`config.mk`:
```
export PLATFORM = sky130hd
export DESIGN_NAME = demux_1_to_2_buf_flat
export DESIGN_NICKNAME = d
export VERILOG_FILES = /design/src/rtl/demux_1_to_2_buf_if.sv /design/src/rtl/demux_1_to_2_buf.sv /design/src/flat_wrapper.sv
export SDC_FILE = /design/constraint.sdc
export NUM_CORES = 1
export LEC_CHECK = 0
export CORE_AREA = 4 4 41 43
export CTS_BUF_LIST = sky130_fd_sc_hd__clkbuf_16
export DETAILED_ROUTE_END_ITERATION = 7
export DIE_AREA = 0 0 45 47
export PLACE_DENSITY = 0.66
export SETUP_SLACK_MARGIN = 0.3
export SLEW_MARGIN = 25
export SYNTH_ARGS = -nofsm -noshare
export SYNTH_HDL_FRONTEND = slang
export SYNTH_SLANG_ARGS = --single-unit
export TNS_END_PERCENT = 1
```
`constraint.sdc`:
```
create_clock -name clk -period 1.9 [get_ports clk]
set_clock_uncertainty 0.15 [all_clocks]
set_input_delay 0.285 -clock clk [delete_from_list [all_inputs] [get_ports clk]]
set_output_delay 0.285 -clock clk [all_outputs]
set_load 0.005 [all_outputs]
```
`src/rtl/demux_1_to_2_buf_if.sv`:
```
// Handshake bundle between a single source and the two buffered sink channels of
// demux_1_to_2_buf. The source/testbench side uses master and the demux uses slave.
interface demux_1_to_2_buf_if #(
    parameter int WIDTH = 3
);
    logic [WIDTH-1:0] d;
    logic             d_valid;
    logic             d_ready;
    logic             sel;
    logic             mode;
    logic [WIDTH-1:0] q0;
    logic [WIDTH-1:0] q1;
    logic             q0_valid;
    logic             q1_valid;
    logic             q0_ack;
    logic             q1_ack;

    modport master (
        output d, d_valid, sel, mode, q0_ack, q1_ack,
        input  d_ready, q0, q1, q0_valid, q1_valid
    );

    modport slave (
        input  d, d_valid, sel, mode, q0_ack, q1_ack,
        output d_ready, q0, q1, q0_valid, q1_valid
    );
endinterface

```
`src/rtl/demux_1_to_2_buf.sv`:
```
// 1-to-2 demultiplexer with a one-word buffer per channel, manual or round-robin routing.
// Define DEMUX_1_TO_2_BUF_CNT_EN to add saturating per-channel push counters cnt0/cnt1.
module demux_1_to_2_buf #(
    parameter int WIDTH = 3,
    parameter int CNT_W = 8
) (
    input  logic             clk,
    input  logic             rst,
    demux_1_to_2_buf_if.slave bus
`ifdef DEMUX_1_TO_2_BUF_CNT_EN
    ,
    output logic [CNT_W-1:0] cnt0,
    output logic [CNT_W-1:0] cnt1
`endif
);
    localparam int NCH = 2;

    typedef enum logic {
        EMPTY = 1'b0,
        FULL  = 1'b1
    } state_t;

    logic [NCH-1:0]   ack;
    logic [NCH-1:0]   full;
    logic [NCH-1:0]   push;
    logic [WIDTH-1:0] q_data [NCH];
    logic             tgt;
    logic             d_ready;
    logic             xfer;
    logic             rr_q;
    logic             rr_d;

    assign ack     = {bus.q1_ack, bus.q0_ack};
    assign tgt     = bus.mode ? rr_q : bus.sel;
    // A full target can still accept when its sink drains in the same cycle.
    assign d_ready = !full[tgt] || ack[tgt];
    assign xfer    = bus.d_valid && d_ready;

    assign bus.d_ready  = d_ready;
    assign bus.q0       = q_data[0];
    assign bus.q1       = q_data[1];
    assign bus.q0_valid = full[0];
    assign bus.q1_valid = full[1];

    for (genvar gi = 0; gi < NCH; gi++) begin : g_ch
        state_t           state_q;
        state_t           state_d;
        logic [WIDTH-1:0] data_q;
        logic [WIDTH-1:0] data_d;
        logic             pop;

        assign push[gi] = xfer && (tgt == 1'(gi));
        assign pop      = (state_q == FULL) && ack[gi];

        always_comb begin
            state_d = state_q;
            data_d  = data_q;
            case (state_q)
                EMPTY:   if (push[gi]) state_d = FULL;
                FULL:    if (pop && !push[gi]) state_d = EMPTY;
                default: state_d = EMPTY;
            endcase
            // Data is left in place on pop so qN keeps showing the last word.
            if (push[gi]) data_d = bus.d;
        end

        always_ff @(posedge clk or posedge rst) begin
            if (rst) begin
                state_q <= EMPTY;
                data_q  <= '0;
            end else begin
                state_q <= state_d;
                data_q  <= data_d;
            end
        end

        assign full[gi]   = (state_q == FULL);
        assign q_data[gi] = data_q;
    end

    // Pointer is forced to channel 0 whenever manual mode is selected.
    always_comb begin
        rr_d = rr_q;
        if (!bus.mode) begin
            rr_d = 1'b0;
        end else if (xfer) begin
            rr_d = ~rr_q;
        end
    end

    always_ff @(posedge clk or posedge rst) begin
        if (rst) begin
            rr_q <= 1'b0;
        end else begin
            rr_q <= rr_d;
        end
    end

`ifdef DEMUX_1_TO_2_BUF_CNT_EN
    logic [CNT_W-1:0] cnt_out [NCH];

    for (genvar gi = 0; gi < NCH; gi++) begin : g_cnt
        logic [CNT_W-1:0] cnt_q;
        logic [CNT_W-1:0] cnt_d;

        always_comb begin
            cnt_d = cnt_q;
            if (push[gi] && (cnt_q != {CNT_W{1'b1}})) begin
                cnt_d = cnt_q + 1'b1;
            end
        end

        always_ff @(posedge clk or posedge rst) begin
            if (rst) begin
                cnt_q <= '0;
            end else begin
                cnt_q <= cnt_d;
            end
        end

        assign cnt_out[gi] = cnt_q;
    end

    assign cnt0 = cnt_out[0];
    assign cnt1 = cnt_out[1];
`endif
endmodule
```
`src/flat_wrapper.sv`:
```
// flat-port wrapper written by rule: the top's interface ports become plain ports
module demux_1_to_2_buf_flat 
#(
    parameter int WIDTH = 3,
    parameter int CNT_W = 8
)
  (clk, rst, bus_d, bus_d_valid, bus_sel, bus_mode, bus_q0_ack, bus_q1_ack, bus_d_ready, bus_q0, bus_q1, bus_q0_valid, bus_q1_valid);
  demux_1_to_2_buf_if #(.WIDTH(WIDTH)) bus_i ();
  input  logic clk;
  input  logic rst;
  input wire logic [$bits(bus_i.d)-1:0] bus_d;
  input wire logic [$bits(bus_i.d_valid)-1:0] bus_d_valid;
  input wire logic [$bits(bus_i.sel)-1:0] bus_sel;
  input wire logic [$bits(bus_i.mode)-1:0] bus_mode;
  input wire logic [$bits(bus_i.q0_ack)-1:0] bus_q0_ack;
  input wire logic [$bits(bus_i.q1_ack)-1:0] bus_q1_ack;
  output wire logic [$bits(bus_i.d_ready)-1:0] bus_d_ready;
  output wire logic [$bits(bus_i.q0)-1:0] bus_q0;
  output wire logic [$bits(bus_i.q1)-1:0] bus_q1;
  output wire logic [$bits(bus_i.q0_valid)-1:0] bus_q0_valid;
  output wire logic [$bits(bus_i.q1_valid)-1:0] bus_q1_valid;
  assign bus_i.d = bus_d;
  assign bus_i.d_valid = bus_d_valid;
  assign bus_i.sel = bus_sel;
  assign bus_i.mode = bus_mode;
  assign bus_i.q0_ack = bus_q0_ack;
  assign bus_i.q1_ack = bus_q1_ack;
  assign bus_d_ready = bus_i.d_ready;
  assign bus_q0 = bus_i.q0;
  assign bus_q1 = bus_i.q1;
  assign bus_q0_valid = bus_i.q0_valid;
  assign bus_q1_valid = bus_i.q1_valid;
  demux_1_to_2_buf #(.WIDTH(WIDTH), .CNT_W(CNT_W)) u_core (.clk(clk), .rst(rst), .bus(bus_i));
endmodule
```
==> run metrics <==
outcome=complete, no violations; family with the most delay on the worst path=multiplexers; Synth area leaders=dfrtp_1 (57%), mux2_2 (17%), nand3b_4 (5.0%), nand3_4 (4.4%), mux2i_2 (3.5%); Die H=47 um; proportion of synthesized area in mux cells=0.233; total overflow reported by the global router=0; clock period minus final worst setup slack=1.74 ns; Mapped Area=~400 sq um; final routed wire length divided by cell count=around 14 um; Total Power=823 uW; RSZ-0062 raised after global routing=yes; total of max-cap violations=0; number of buffers created by CTS=3; setup slack at placement=-0.415 ns; worst-path maximum fanout=2; Register-to-Register Setup Slack=0.24 ns; sequential fraction of the synthesis area=0.566; Iter 0 DRT Violations=1; reg-to-reg startpoint=u_core.rr_q$_DFFE_PP0P_; level count of the clock H-tree=1; final setup margin=0.162 ns; capturing point of the worst reg2reg path=u_core.bus.q1[2]$_DFFE_PP0P_; number of setup violations in the final report=0; Setup crit start kind=flip-flop; register clock-pin slew on the reported worst setup and hold paths=around 0.040 ns; Die Span X=around 45 um; complex-gate fraction of the synthesized area=0.0314; residual DRC count=0; area fraction in and, or, nand and nor cells after synthesis=0.160; series of cell instances along the critical path=mux2i_2, mux2_4, buf_6; buffering stage count on the worst path with inverters included=1; number of antenna violations at the first check in global routing=0; pins over their slew limit=0; combinational family with the most area after synthesis=multiplexers; adder-cell share of the synthesized area=0; area occupied by multi-input gates=between 150 and 200 sq um; syn avg cell area=about 15 sq um; remaining antenna violation count=0; dpl hpwl=747 um; die footprint=around 0.0021 sq mm; effective utilization at floorplan=0.306; num ports=19; clk sinks=9; instance count of the mapped netlist=27; Post-Syn Nets=37; fraction of post-synthesis cell area in the top cell type by area=0.566; max frequency=around 0.58 GHz; largest voltage drop on the vdd net=approximately 0.0006 V; synth-to-layout area growth=80.2%; kind of path behind the tightest hold check=in -> async; clock tree from TritonCTS=yes; sequential cell area=roughly 230 sq um; number of global-route vias before repair=about 380; number of fill cells=between 100 and 150; post-synthesis xor/xnor area fraction=0; Static Leakage=~0.00033 uW; kind of end point of the critical path=primary output; Via density=4.51; CTS Hold Buffers Added=0; Bufs on Longest Clock Path=2; Clock Latency Late Sink=0.23 ns; share of the cycle needed by the critical path after routing=0.915; flops & latches, synth=9; maximum number of pins on one net before global-route repair=10; Row Count=13; GRT Util Overall=0.119; Slowest Stage Delay on Critical Path=0.39 ns; via count=~310; global-route wire length before repair=roughly 1700 um; Setup CP Type=reg -> out; post-synthesis cell type with the largest combined area=dfrtp_1; power density of the placed cells=between 1000 and 1500 mW/mm^2; Core Box Area=~0.0013 sq mm; share of layout cells above drive strength 1=0.333; buffer cell driving the clock tree root=clkbuf_16; sum of routed wire length over all layers=just under 1000 um; slew of the pin with the lowest slew margin=~0.35 ns; routability congestion estimate from global placement=0.723; nets=65; worst-case reg-to-reg path depth=5; Required @ worst endpoint=roughly 1.5 ns; Critical-path top delay cell=dfrtp_1; count of distinct cell types in the synthesized netlist=12; Final Hold Viols=0; max_slew headroom=0.768; total inserted antenna cells=0; data arrival time of the critical path=1.30 ns; count of yosys warnings during synthesis=0; number of iterations in the first detailed-routing pass=2; IO buf count=18
-- repair_timing --
item                                    4_1_cts  5_1_grt
hold endpoints to repair                      0        0
gates resized for setup                       8        1
cloned                                        0        0
endpoints found under the setup margin        8        8
setup buffers                                 2        0
-- area by class of cell --
type | instances | share of cell area
Sequential cell | 9 | 0.314
Timing Repair Buffer | 23 | 0.304
Multi-Input combinational cell | 17 | 0.241
Clock buffer | 3 | 0.105
Tap cell | 15 | 0.0262
Clock inverter | 1 | 0.00524
Inverter | 1 | 0.00524
-- stage by stage --
step | instances | util | hold WS, ns | setup TNS [ns] | instance area, sq um
after floorplan | 27 | - | -0.0371 | 0 | 398
after global placement | 63 | 0.476 | 0.324 | -0.547 | 619
after detailed placement | 63 | 0.476 | 0.335 | -1.00 | 619
after CTS | 69 | 0.550 | 0.179 | 0 | 716
after global routing | 69 | 0.551 | 0.227 | 0 | 717
final | 69 | 0.551 | 0.173 | 0 | 717
-- cells in the mapped netlist --
library cell  n
inv_1         1
mux2_2        6
and3_1        1
a21oi_1       1
dfrtp_1       9
nand3b_4      1
o21a_1        1
mux2_1        1
mux2i_2       1
nand2_1       2
nand3_4       1
nand2b_1      2
-- power by group --
part	internal, uW	switching, uW
registers	237	22.3
clock network	274	77.1
logic	147	66.5
-- worst max-delay path by stage --
stage,end,from,slack (ns),cells past startpoint
after floorplan,u_core.bus.q1[0]$_DFFE_PP0P_,u_core.rr_q$_DFFE_PP0P_,0.47,3
after global placement,bus_d_ready,bus_mode,-0.36,4
after detailed placement,bus_d_ready,bus_mode,-0.41,4
after CTS,bus_d_ready,u_core.rr_q$_DFFE_PP0P_,0.18,3
after global routing,bus_d_ready,u_core.rr_q$_DFFE_PP0P_,0.14,3
final,bus_d_ready,u_core.rr_q$_DFFE_PP0P_,0.16,3
-- cells by family (layout without fill, tap and decap cells) --
group / after synthesis / in the layout
buf+inv: 1 / 28
compound gates: 2 / 2
simple gates: 7 / 7
flops: 9 / 9
mux: 8 / 8
-- flip-flops by register name (all words and copies together), names as in the netlist --
name	flops
u_core.bus.q0	3
u_core.bus.q1	3
u_core.bus.q0_valid	1
u_core.bus.q1_valid	1
u_core.rr_q	1
-- cell usage in the layout, fill, tap and decap left out, drive strengths merged --
cell type      instances
nand2b                 2
nand3b                 1
nand3                  1
mux2                   7
clkdlybuf4s50         15
nand2                  2
clkbuf                 3
and3                   1
inv                    2
dlygate4sd2            1
dfrtp                  9
mux2i                  1
clkdlybuf4s15          1
o21a                   1
a21oi                  1
buf                    6
-- per-layer routing --
metal,part of all wire,global-route usage,vias up
met3,0.095,0.0498,0
met2,0.53,0.220,15
li1,-,-,148
met5,0,0,-
met4,0,0.0351,0
met1,0.37,0.122,148
-- worst reg2reg max path, cell delays in order, from the launching register on --
cell,delay (ns)
dfrtp_1,0.39
mux2i_2,0.24
buf_4,0.15
buf_4,0.11
nand3b_4,0.16
mux2_2,0.34
Note: power is estimated with default switching activity, not from simulation.
